`config.mk`:
```
export PLATFORM = sky130hd
export DESIGN_NAME = detector_colision
export DESIGN_NICKNAME = d
export VERILOG_FILES = /design/src/rtl/detector_colision.sv
export SDC_FILE = /design/constraint.sdc
export NUM_CORES = 1
export LEC_CHECK = 0
export CAP_MARGIN = 25
export CORE_MARGIN = 4
export CORE_UTILIZATION = 38
export CTS_CLUSTER_DIAMETER = 80
export DETAILED_ROUTE_END_ITERATION = 8
export HOLD_SLACK_MARGIN = 0.05
export PLACE_DENSITY = 0.72
export SETUP_SLACK_MARGIN = 0.02
export SYNTH_ARGS = -nofsm -noshare
export SYNTH_HDL_FRONTEND = slang
export SYNTH_SLANG_ARGS = --single-unit
```
`constraint.sdc`:
```
create_clock -name clk -period 2.1 [get_ports clk]
set_clock_uncertainty 0.2 [all_clocks]
set_input_delay 0.315 -clock clk [delete_from_list [all_inputs] [get_ports clk]]
set_output_delay 0.315 -clock clk [all_outputs]
set_load 0.1 [all_outputs]
```
`src/rtl/detector_colision.sv`:
```
// Collision judge at the consumer end of the obstacle stream.
// On each obstacle tick it checks the hero column and updates lives, score, the bonus flag and the game verdict.
module detector_colision #(
    parameter int         VIDAS       = 3,
    parameter int         INVUL_TICKS = 2,
    parameter logic [6:0] BONO_MASK   = 7'b0000001,
    parameter logic [4:0] TIPO_BONO   = 5'd16,
    parameter logic [2:0] GAME        = 3'd3,
    parameter logic [2:0] WL          = 3'd4
) (
    input  logic        clk,
    input  logic        rst,
    input  logic [2:0]  presente,
    input  logic        clk_obstaculos,
    input  logic [20:0] display_obs,
    input  logic [4:0]  tipo_obs,
    input  logic [1:0]  mundo,
    input  logic [6:0]  pos_heroe,
    output logic        bono_tomado,
    output logic [1:0]  W_or_L,
    output logic [1:0]  vidas,
    output logic [7:0]  puntaje
);

    localparam int IW = $clog2(INVUL_TICKS + 1);

    typedef enum logic [1:0] {IDLE, PLAY, WIN, LOSE} state_t;

    state_t          state, state_d;
    logic [2:0]      sync_q;
    logic            tick;
    logic [2:0]      pipe_q, pipe_d;
    logic            bono_q, bono_d;
    logic [1:0]      vidas_q, vidas_d;
    logic [7:0]      puntaje_q, puntaje_d;
    logic [IW-1:0]   invul_q, invul_d;
    logic [6:0]      col0;
    logic            in_game, bonus_col, taken, hit, dodge;

    // sync_q[1:0] is the synchronizer; sync_q[2] holds the previous value for edge detect.
    always_ff @(posedge clk or posedge rst) begin
        if (rst) sync_q <= '0;
        else     sync_q <= {sync_q[1:0], clk_obstaculos};
    end

    assign tick      = sync_q[1] & ~sync_q[2];
    assign col0      = display_obs[6:0];
    assign in_game   = (presente == GAME) || (presente == WL);
    // The column reaching column 0 on this tick is the one that becomes pipe bit0 after the shift.
    assign bonus_col = pipe_q[1];
    assign taken     = bonus_col && (pos_heroe == BONO_MASK);
    assign hit       = !bonus_col && ((col0 & pos_heroe) != 7'd0) && (invul_q == '0);
    assign dodge     = !taken && !hit && (invul_q == '0) && (col0 != 7'd0);

    // NOTE: every output of this block gets a default first, so no path leaves a latch behind.
    always_comb begin
        state_d   = state;
        pipe_d    = pipe_q;
        bono_d    = bono_q;
        vidas_d   = vidas_q;
        puntaje_d = puntaje_q;
        invul_d   = invul_q;

        case (state)
            IDLE: begin
                if (presente == GAME) state_d = PLAY;
            end
            PLAY: begin
                if (!in_game) begin
                    state_d = IDLE;
                end else if (tick) begin
                    pipe_d = {tipo_obs == TIPO_BONO, pipe_q[2:1]};
                    bono_d = taken && !bono_q;
                    if (hit) begin
                        vidas_d = vidas_q - 2'd1;
                        invul_d = INVUL_TICKS[IW-1:0];
                    end else if (invul_q != '0) begin
                        invul_d = invul_q - IW'(1);
                    end
                    if (dodge && puntaje_q != 8'hFF) puntaje_d = puntaje_q + 8'd1;
                    if (hit && vidas_q == 2'd1) begin
                        state_d = LOSE;
                        bono_d  = 1'b0;
                    end else if (mundo == 2'd3 && display_obs == 21'd0) begin
                        state_d = WIN;
                        bono_d  = 1'b0;
                    end
                end
            end
            WIN, LOSE: begin
                if (!in_game) state_d = IDLE;
            end
            default: state_d = IDLE;
        endcase

        // Whatever leads into IDLE, the HUD returns to its power-on values.
        if (state_d == IDLE) begin
            pipe_d    = '0;
            bono_d    = 1'b0;
            vidas_d   = VIDAS[1:0];
            puntaje_d = '0;
            invul_d   = '0;
        end
    end

    // NOTE: state registers use non-blocking assignments so every flop samples pre-edge values.
    always_ff @(posedge clk or posedge rst) begin
        if (rst) begin
            state     <= IDLE;
            pipe_q    <= '0;
            bono_q    <= 1'b0;
            vidas_q   <= VIDAS[1:0];
            puntaje_q <= '0;
            invul_q   <= '0;
        end else begin
            state     <= state_d;
            pipe_q    <= pipe_d;
            bono_q    <= bono_d;
            vidas_q   <= vidas_d;
            puntaje_q <= puntaje_d;
            invul_q   <= invul_d;
        end
    end

    assign bono_tomado = bono_q && (state == PLAY);
    assign vidas       = vidas_q;
    assign puntaje     = puntaje_q;

    always_comb begin
        case (state)
            WIN:     W_or_L = 2'b10;
            LOSE:    W_or_L = 2'b01;
            default: W_or_L = 2'b00;
        endcase
    end

endmodule

```
# Word-level counts from Yosys, hierarchy flattened
# Index checks and enable logic that the tools add are counted.
# op_classes
n_addsub	3
n_mul	0
div_mod_pow	0
magnitude_cmp	0
eq_ne	10
shift	0
n_mux	34
n_bitwise	3
reduce_logical	34
# op_table
cell	n
2-to-1 mux 8 bit	5
2-to-1 mux 2 bit	17
zero test 21 bit	1
nonzero test 7 bit	2
2-to-1 mux 3 bit	4
AND reduction 4 bit	3
nonzero test 2 bit	6
logical AND 1 bit	11
adder 8 x 1 -> 8 bit, second input constant	1
inequality test 8 bit, second input constant	1
bitwise AND 7 bit	1
== test 7 x 1 -> 1 bit, second input constant	1
== test 2 bit, second input constant	3
zero test 2 bit	3
2-to-1 mux 1 bit	6
case mux 2 bit (3 select lines)	1
== test 5 bit, second input constant	1
== test 2 x 1 -> 1 bit, second input constant	2
zero test 1 bit	4
case mux 2 bit (2 select lines)	1
subtractor 2 x 1 -> 2 bit, second input constant	2
== test 3 x 2 -> 1 bit, second input constant	1
== test 3 bit, second input constant	1
AND reduction 3 bit	1
5 further kinds	5
# totals
ff_bits	21
latchBits	0
mem_bits_rw	0
rom_bits	0
in_bits	41
wordCells	91
n_memories	0

# Longest topological paths before layout
# Gate-level depths: netlist (run 1).
# depth
ltp_word	14
depth_mapped	7

# Worst setup path before layout (run 1)
# No wires, ideal clock.
# synth_path
path_kind	reg-to-output
from	register state[0]
to	output port bono_tomado
arrival_ns	2.677
path_slack_ns	-1.092
path_stages_with_launch	3
n_path_buf	0
cell_sequence	dfrtp_1 inv_1 nor3b_1
# synth_via
elab_chain_cells	2
# synth_rtl
item	line_no	text
start, declared	29	state_t state, state_d;
start signal, assigned	116	state <= state_d;
== test 2 x 1 -> 1 bit	125	assign bono_tomado = bono_q && (state == PLAY);
logical AND 1 bit	125	
end, declared	19	output logic bono_tomado,
# Every way passes these cells.

# Final worst setup path (run 1)
# layout_path
from	register sync_q[2]
to	register puntaje_q[7] (netlist: puntaje[7])
# layout_via
elab_chain_cells	8
elab_cells_between_ends	12
# layout_rtl
item	line_no	text
start, declared	30	logic [2:0] sync_q;
start signal, assigned	43	else sync_q <= {sync_q[1:0], clk_obstaculos};
inverter 1 bit *	46	assign tick = sync_q[1] & ~sync_q[2];
bitwise AND 1 bit *	46	
2-to-1 mux 2 bit	71	end else if (tick) begin
2-to-1 mux 2 bit	69	if (!in_game) begin
case mux 2 bit (3 select lines)	64	case (state)
zero test 2 bit	97	if (state_d == IDLE) begin
nonzero test 2 bit (no source line)	-	
AND reduction 4 bit (no source line)	-	
end signal, assigned	120	puntaje_q <= puntaje_d;
end, declared	35	logic [7:0] puntaje_q, puntaje_d;
# Mark *: on every way between the ends. The rest lies on a longest branch, timed or not.
# A chain may end at the register's enable or synchronous reset.

==> run_results.csv, run 1 <==
group,metric,value,unit
grt,grt_pass1_vias,1625,
floorplan,die_width,65.01,µm
layout,diodes,0,
sta,slew_headroom,71.45,%
sta,tightest_slew,426.3,ps
critical_path,cp.arrival,2320,ps
sta,worst_slack,-202.3,ps
critical_path,critical-path-top-delay-family,"simple AND/OR/NAND/NOR gates",
drt,drc,0,
drt,wl_per_cell,17.88,µm
synthesis,yosysMostFrequentCell,"dfrtp_1",
place,post-place-ws,-705.6,ps
power,power_density,297.3,nW/µm²
power,peakVddDrop,0.2158,mV
synthesis,ys_warn_count,0,
synthesis,synthFlopType,"dfrtp_1",
synthesis,synthCells,127,
floorplan,core,3078,µm²
synthesis,synth_area,1235,µm²
grt,grt_max_degree,21,
layout,fin_util,78.90,%
layout,area_growth,96.66,%
status,violations,"setup timing",
grt,track_usage,22.43,%
drt,num_vias,1544,
layout,nets,271,
power,fin_total_pwr,722.0,µW
clocking,root_buffer,"clkbuf_4",
synthesis,synth-async-reset-ratio,100.0,%
synthesis,synth_common_cells,"18 x dfrtp_1, 10 x a22oi_1, 9 x nand2_1",
clocking,cts_tree,"built",
critical_path,critPathBufInv,2,
floorplan,start_util,40.12,%
critical_path,cp_common_cell,"buf_4",
clocking,clock_latency,290,ps
synthesis,synth_area_leader_cell,"dfrtp_1",
critical_path,crit_fanout,5,
critical_path,critPathMaxStageDelay,420,ps
sta,timing.fmax,434.3,MHz
clocking,path_clk_slew,110,ps
grt,antenna_found_initial,0,
clocking,htreeDepth,1,
sta,whs,132.8,ps
critical_path,worstSetupPathType,"reg2reg",
drt,firstDrtPassIters,4,
critical_path,cp.required,2120,ps
run,cap_violations,0,
power,leakage,0.001038,µW
synthesis,synth_edf_count,0,
drt,postRouteAntennaNets,0,
critical_path,crit_chain,"or3b_4 > a211oi_4 > buf_4 > nand2_2 > buf_4 > or4_4 > a22oi_2",
synthesis,yosysTopAreaCellShare,36.47,%
clocking,cts.sinks,20,
critical_path,reg2reg_to,"puntaje[7]$_DFFE_PP0P_",
critical_path,cp-end-kind,"flop",
worst_hold_path,hp-class,"in2async",
synthesis,ys_ff_latch,20,
sta,setup_violations,8,
place,dp_hpwl,3193,µm
layout,post_route_cells_drive_above_1_share,47.35,%
synthesis,syn_nets,171,
floorplan,fp-row-count,20,
status,outcome,"finished, violations left",
clocking,cts_hold_buf,0,
synthesis,ys_top_cells_by_area,"dfrtp_1 36%, a22oi_1 6.1%, o31ai_1 4.9%",
critical_path,crit_path_top_delay_cell,"or3b_4",
drt,drtIter0Drc,65,
critical_path,r2r-start,"sync_q[2]$_DFF_PP0_",
sta,rsz0062_at_grt,"yes",
critical_path,startpoint_type,"flop",
place,place_congestion,0.8073,
clocking,cts_max_path_buffers,2,
grt,grt-ovfl-total,0,
floorplan,fp.dieArea,4226,µm²
clocking,numCtsBuffers,3,
floorplan,num_io_pins,54,
sta,hold_violations,0,
synthesis,synth_cell_type_count,40,
drt,routed_wl,4827,µm
critical_path,ff2ff_setup_slack,-200,ps
sta,period_share,109.6,%
synthesis,avgSynthCellArea,9.724,µm²
critical_path,reg2reg_depth,7,
grt,grt_pass1_wl,7507,µm
sta,drv_slew,0,
synthesis,seq_area_frac_synth,40.73,%
place,port_buffers,53,
place,placed_area,2127,µm²
floorplan,die_y,65.01,µm
sta,layout_min_cycle_time,2302,ps
layout,final_area,2429,µm²
drt,post_drt_via_cell_ratio,5.719,
-- per-layer routing --
metal | share of wire, % | up-vias | track usage, %
met5 | 0 | - | 0
met1 | 37 | 763 | 24.40
li1 | - | 707 | -
met3 | 8.7 | 10 | 5.719
met4 | 1.6 | 0 | 5.277
met2 | 52 | 64 | 42.78
-- logic make-up after synthesis --
group,Yosys count,share of synthesized area [%]
simple gates,50,25.53
compound gates,37,22.80
flops,20,40.73
buf+inv,14,5.572
fa+ha+maj,3,3.040
mux,2,1.621
xor+xnor,1,0.7093
-- how the worst max path moves through the flow --
stage,from,end,slack [ps],cells past startpoint
finish,sync_q[2]$_DFF_PP0_,puntaje[7]$_DFFE_PP0P_,-200,7
global route,sync_q[2]$_DFF_PP0_,puntaje[6]$_DFFE_PP0P_,-290,7
CTS,sync_q[2]$_DFF_PP0_,puntaje[1]$_DFFE_PP0P_,-140,6
detailed placement,presente[2],puntaje[5]$_DFFE_PP0P_,-710,6
global placement,presente[2],puntaje[5]$_DFFE_PP0P_,-580,6
floorplan,puntaje[1]$_DFFE_PP0P_,puntaje[1]$_DFFE_PP0P_,-150,7
-- placed cells by master, fill, tap and decap left out, drive strengths merged, types with 2 or more instances in the layout --
| cell type | synthesis | routed |
|---|---|---|
| nand3 | 3 | 4 |
| dfstp | 2 | 2 |
| dlygate4sd2 | 0 | 29 |
| o21ai | 2 | 2 |
| nor4 | 5 | 5 |
| nand4 | 4 | 4 |
| clkbuf | 3 | 4 |
| ha | 3 | 3 |
| or3b | 2 | 2 |
| a31oi | 3 | 3 |
| nor2b | 3 | 3 |
| nand2 | 11 | 12 |
| or4 | 7 | 7 |
| clkdlybuf4s15 | 0 | 3 |
| a22oi | 10 | 10 |
| a211oi | 2 | 2 |
| mux2i | 2 | 2 |
| dfrtp | 18 | 18 |
| and2 | 2 | 2 |
| and3 | 4 | 4 |
| clkdlybuf4s50 | 0 | 8 |
| o31ai | 8 | 8 |
| inv | 8 | 8 |
| a21oi | 5 | 5 |
| buf | 3 | 59 |
| nor4b | 4 | 4 |
-- repair_timing --
action	4_1_cts	5_1_grt
buffers inserted	15	3
cloned	2	0
gates resized for setup	51	20
endpoints found under the setup margin	16	16
pin swaps	29	7
-- power breakdown --
part           switching, µW  leakage, µW  internal, µW  total [µW]
logic                   63.7     0.000769          83.9         148
registers               1.93     0.000254           389         391
clock network            110    0.0000150          73.8         184
total                    175      0.00104           547         722
-- state kept, by name, summed over array words and instances, names as in the netlist --
name     count
vidas        2
pipe_q       2
invul_q      2
bono_q       1
sync_q       3
state        2
puntaje      8
-- layout make-up --
class	instances	area (µm²)
fill	213	649.4
tap	44	55.05
multi-input combinational	95	875.8
clock buffer	4	26.28
timing repair buffer	99	918.4
inverter	8	30.03
sequential	20	523.0
-- per-stage QoR --
stage	instances	setup TNS [ps]
after detailed placement	247	-8278
after CTS	268	-490.4
after global routing	270	-1956
final	270	-1119
after global placement	247	-7315
after floorplan	127	-592.5
-- worst min-delay path: cells and delay by family --
kind / cells / cell delay [ps]
buffers and inverters: 3 / 710
Note: power is estimated with default switching activity, not from simulation.
==> run 2: changes to the inputs <==
--- a/config.mk
+++ b/config.mk
@@ -6,6 +6,7 @@
 export NUM_CORES = 1
 export LEC_CHECK = 0
 export CAP_MARGIN = 25
+export CORE_ASPECT_RATIO = 0.7
 export CORE_MARGIN = 4
 export CORE_UTILIZATION = 38
 export CTS_CLUSTER_DIAMETER = 80
@@ -13,6 +14,7 @@
 export HOLD_SLACK_MARGIN = 0.05
 export PLACE_DENSITY = 0.72
 export SETUP_SLACK_MARGIN = 0.02
+export SKIP_LAST_GASP = 1
 export SYNTH_ARGS = -nofsm -noshare
 export SYNTH_HDL_FRONTEND = slang
 export SYNTH_SLANG_ARGS = --single-unit
==> constraint.sdc (replaced) <==
create_clock -name clk -period 2.1 [get_ports clk]
set_clock_uncertainty 0.2 [all_clocks]
set_input_delay 0.21 -clock clk [delete_from_list [all_inputs] [get_ports clk]]
set_output_delay 0.21 -clock clk [all_outputs]
set_load 0.1 [all_outputs]
==> run 2 against run 1 <==
Against the previous run: power up 19%; via count down 2.8%; sequential power about the same; the run still ends with setup timing left; routed wire length down 2.3%; flip-flop and latch count unchanged; count of clock-buffer cells in the layout unchanged; sequential share of layout area up 0.56 points.
==> run_results.csv, run 2 (same netlist as run 1, synthesis figures left out) <==
group,metric,value,unit
power,internal_power,656.2,µW
run,cap_violations,0,
power,leakage,0.001002,µW
critical_path,cp-end-kind,"flop",
floorplan,fp.dieArea,4240,µm²
grt,grt_pass1_wl,7672,µm
sta,slew_headroom,68.60,%
layout,area_growth,91.69,%
grt,met2_usage,37.07,%
layout,largest_register_ffs,8,
power,power_density,361.7,nW/µm²
status,outcome,"finished, violations left",
floorplan,start_util,39.50,%
power,fin_total_pwr,856.3,µW
layout,multi_input_area,838.3,µm²
grt,use_met1,29.02,%
power,sw_frac_of_total,23.37,%
grt,grt_max_degree,13,
critical_path,startpoint_type,"input port",
clocking,root_buffer,"clkbuf_8",
floorplan,die_width,76.14,µm
grt,track_usage,22.09,%
critical_path,crit_chain,"clkdlybuf4s50_1 > or3b_4 > a211oi_4 > buf_6 > nand2_4 > or4_4 > a22oi_2",
critical_path,worstSetupPathType,"in2reg",
drt,postRouteAntennaNets,0,
drt,drtIter0Drc,96,
floorplan,num_io_pins,54,
place,port_buffers,53,
power,net-switching-power,200.1,µW
drt,firstDrtPassIters,4,
floorplan,die_y,55.70,µm
sta,period_share,104.1,%
drt,post_drt_via_cell_ratio,5.859,
layout,layout_commonest_cell,"buf_4",
power,peakVddDrop,0.3936,mV
clocking,cts.sinks,20,
drt,drc,0,
layout,mostFrequentLayoutCells,"41 x buf_4, 23 x clkdlybuf4s50_1, 17 x dlygate4sd2_1",
sta,tightest_slew,470.4,ps
drt,routed_wl,4716,µm
clocking,cts_tree,"built",
sta,setup_violations,8,
clocking,cts_max_path_buffers,2,
place,dp_hpwl,3185,µm
grt,use_met3,5.825,%
floorplan,core,3127,µm²
worst_hold_path,hp-class,"in2async",
clocking,cts_hold_buf,0,
sta,timing.fmax,457.3,MHz
layout,diodes,0,
layout,seqCellArea,523.0,µm²
layout,nets,263,
critical_path,crit_fanout,5,
drt,num_vias,1500,
status,violations,"setup timing",
layout,nFillCells,223,
grt,grt-ovfl-total,0,
critical_path,crit_path_top_delay_cell,"or4_4",
clocking,clock_latency,260,ps
place,place_congestion,0.8271,
sta,worst_slack,-86.81,ps
drt,wl_per_cell,18.42,µm
place,post-place-ws,-514.9,ps
critical_path,cp.arrival,2170,ps
sta,rsz0062_at_grt,"yes",
power,comb_power_share,19.1,%
critical_path,critPathMaxStageDelay,530,ps
sta,drv_slew,0,
grt,grt_pass1_vias,1525,
floorplan,fp-row-count,17,
clocking,path_clk_slew,80,ps
power,p_seq_share,45.6,%
power,p_clk_share,35.2,%
layout,post_route_cells_drive_above_1_share,43.58,%
grt,busiest_layer,"met2",
clocking,htreeDepth,1,
sta,hold_violations,0,
critical_path,cp.required,2090,ps
grt,antenna_found_initial,0,
clocking,numCtsBuffers,3,
sta,layout_min_cycle_time,2187,ps
-- run 2: cell count changes in the layout (fill, tap and decap cells not counted), moves of 2 or more --
| cell | change |
|---|---|
| clkbuf_8 | +4 |
| clkbuf_4 | -3 |
| dlygate4sd2_1 | -12 |
| clkdlybuf4s50_1 | +15 |
| clkdlybuf4s15_1 | -3 |
| buf_4 | -7 |
| o31ai_1 | +2 |
| buf_12 | -2 |
-- run 2: stage by stage --
stage / hold slack, ps / util [%] / TNS [ps] / std cells / area, µm²
2_1_floorplan: -27.90 / - / -487.5 / 127 / 1315
3_3_place_gp: 134.8 / 66.99 / -5240 / 241 / 2095
3_5_place_dp: 143.4 / 66.99 / -6088 / 241 / 2095
4_1_cts: 74.82 / 74.51 / -341.0 / 255 / 2330
5_1_grt: 102.2 / 75.71 / -1025 / 256 / 2367
6_report: 51.98 / 75.71 / -359.9 / 256 / 2367
-- run 2: layout make-up --
| class | instances | area share (%) |
|---|---|---|
| clock buffers | 4 | 2.326 |
| inverters | 8 | 1.268 |
| multi-input cells | 95 | 35.41 |
| flip-flops and latches | 20 | 22.09 |
| well taps | 38 | 2.008 |
| repair buffers | 91 | 36.89 |
-- run 2: final timing paths --
path	depth (start not counted)	slack (ps)	endpoint	startpoint
setup / recovery	7	-90	puntaje[0]$_DFFE_PP0P_	presente[0]
hold / removal	2	50	puntaje[7]$_DFFE_PP0P_	rst
setup reg to reg	6	-60	puntaje[0]$_DFFE_PP0P_	sync_q[2]$_DFF_PP0_
hold reg to reg	0	160	sync_q[1]$_DFF_PP0_	sync_q[0]$_DFF_PP0_
max in group asynchronous	3	1080	vidas[1]$_DFFE_PP1P_	rst
min in group clk	0	160	sync_q[1]$_DFF_PP0_	sync_q[0]$_DFF_PP0_
-- run 2: critical path, delay by kind of cell --
| kind | cells | cell delay [ps] |
|---|---|---|
| compound gates | 2 | 360 |
| buf+inv | 2 | 610 |
| simple gates | 3 | 990 |
-- run 2: power groups by stage --
stage | clock, µW | combinational, µW | sequential, µW
after global routing | 324 | 174 | 391
after CTS | 306 | 159 | 391
after detailed placement | 0 | 146 | 398
after floorplan | 0 | 34.8 | 399
final | 302 | 164 | 391
after global placement | 0 | 141 | 398
-- run 2: routing by layer --
metal  part of all wire [%]  vias up  wire, µm
li1                       -      695         -
met2                     50       73      2360
met3                    7.7        6       364
met4                   0.61        0        29
met1                     42      726      1962
met5                      0        -         0
-- run 2: timing repair --
action | 4_1_cts | 5_1_grt
setup endpoints to repair | 15 | 15
pin swaps | 30 | 2
gates cloned | 3 | 0
setup buffers | 7 | 2
gates resized for setup | 39 | 9
==> run 3: changes to the inputs <==
--- a/config.mk
+++ b/config.mk
@@ -10,7 +10,9 @@
 export CORE_MARGIN = 4
 export CORE_UTILIZATION = 38
 export CTS_CLUSTER_DIAMETER = 80
+export CTS_CLUSTER_SIZE = 40
 export DETAILED_ROUTE_END_ITERATION = 8
+export GPL_ROUTABILITY_DRIVEN = 0
 export HOLD_SLACK_MARGIN = 0.05
 export PLACE_DENSITY = 0.72
 export SETUP_SLACK_MARGIN = 0.02
==> results of run 3 <==
The final DEF is identical to that of run 2; final timing and power are the same.
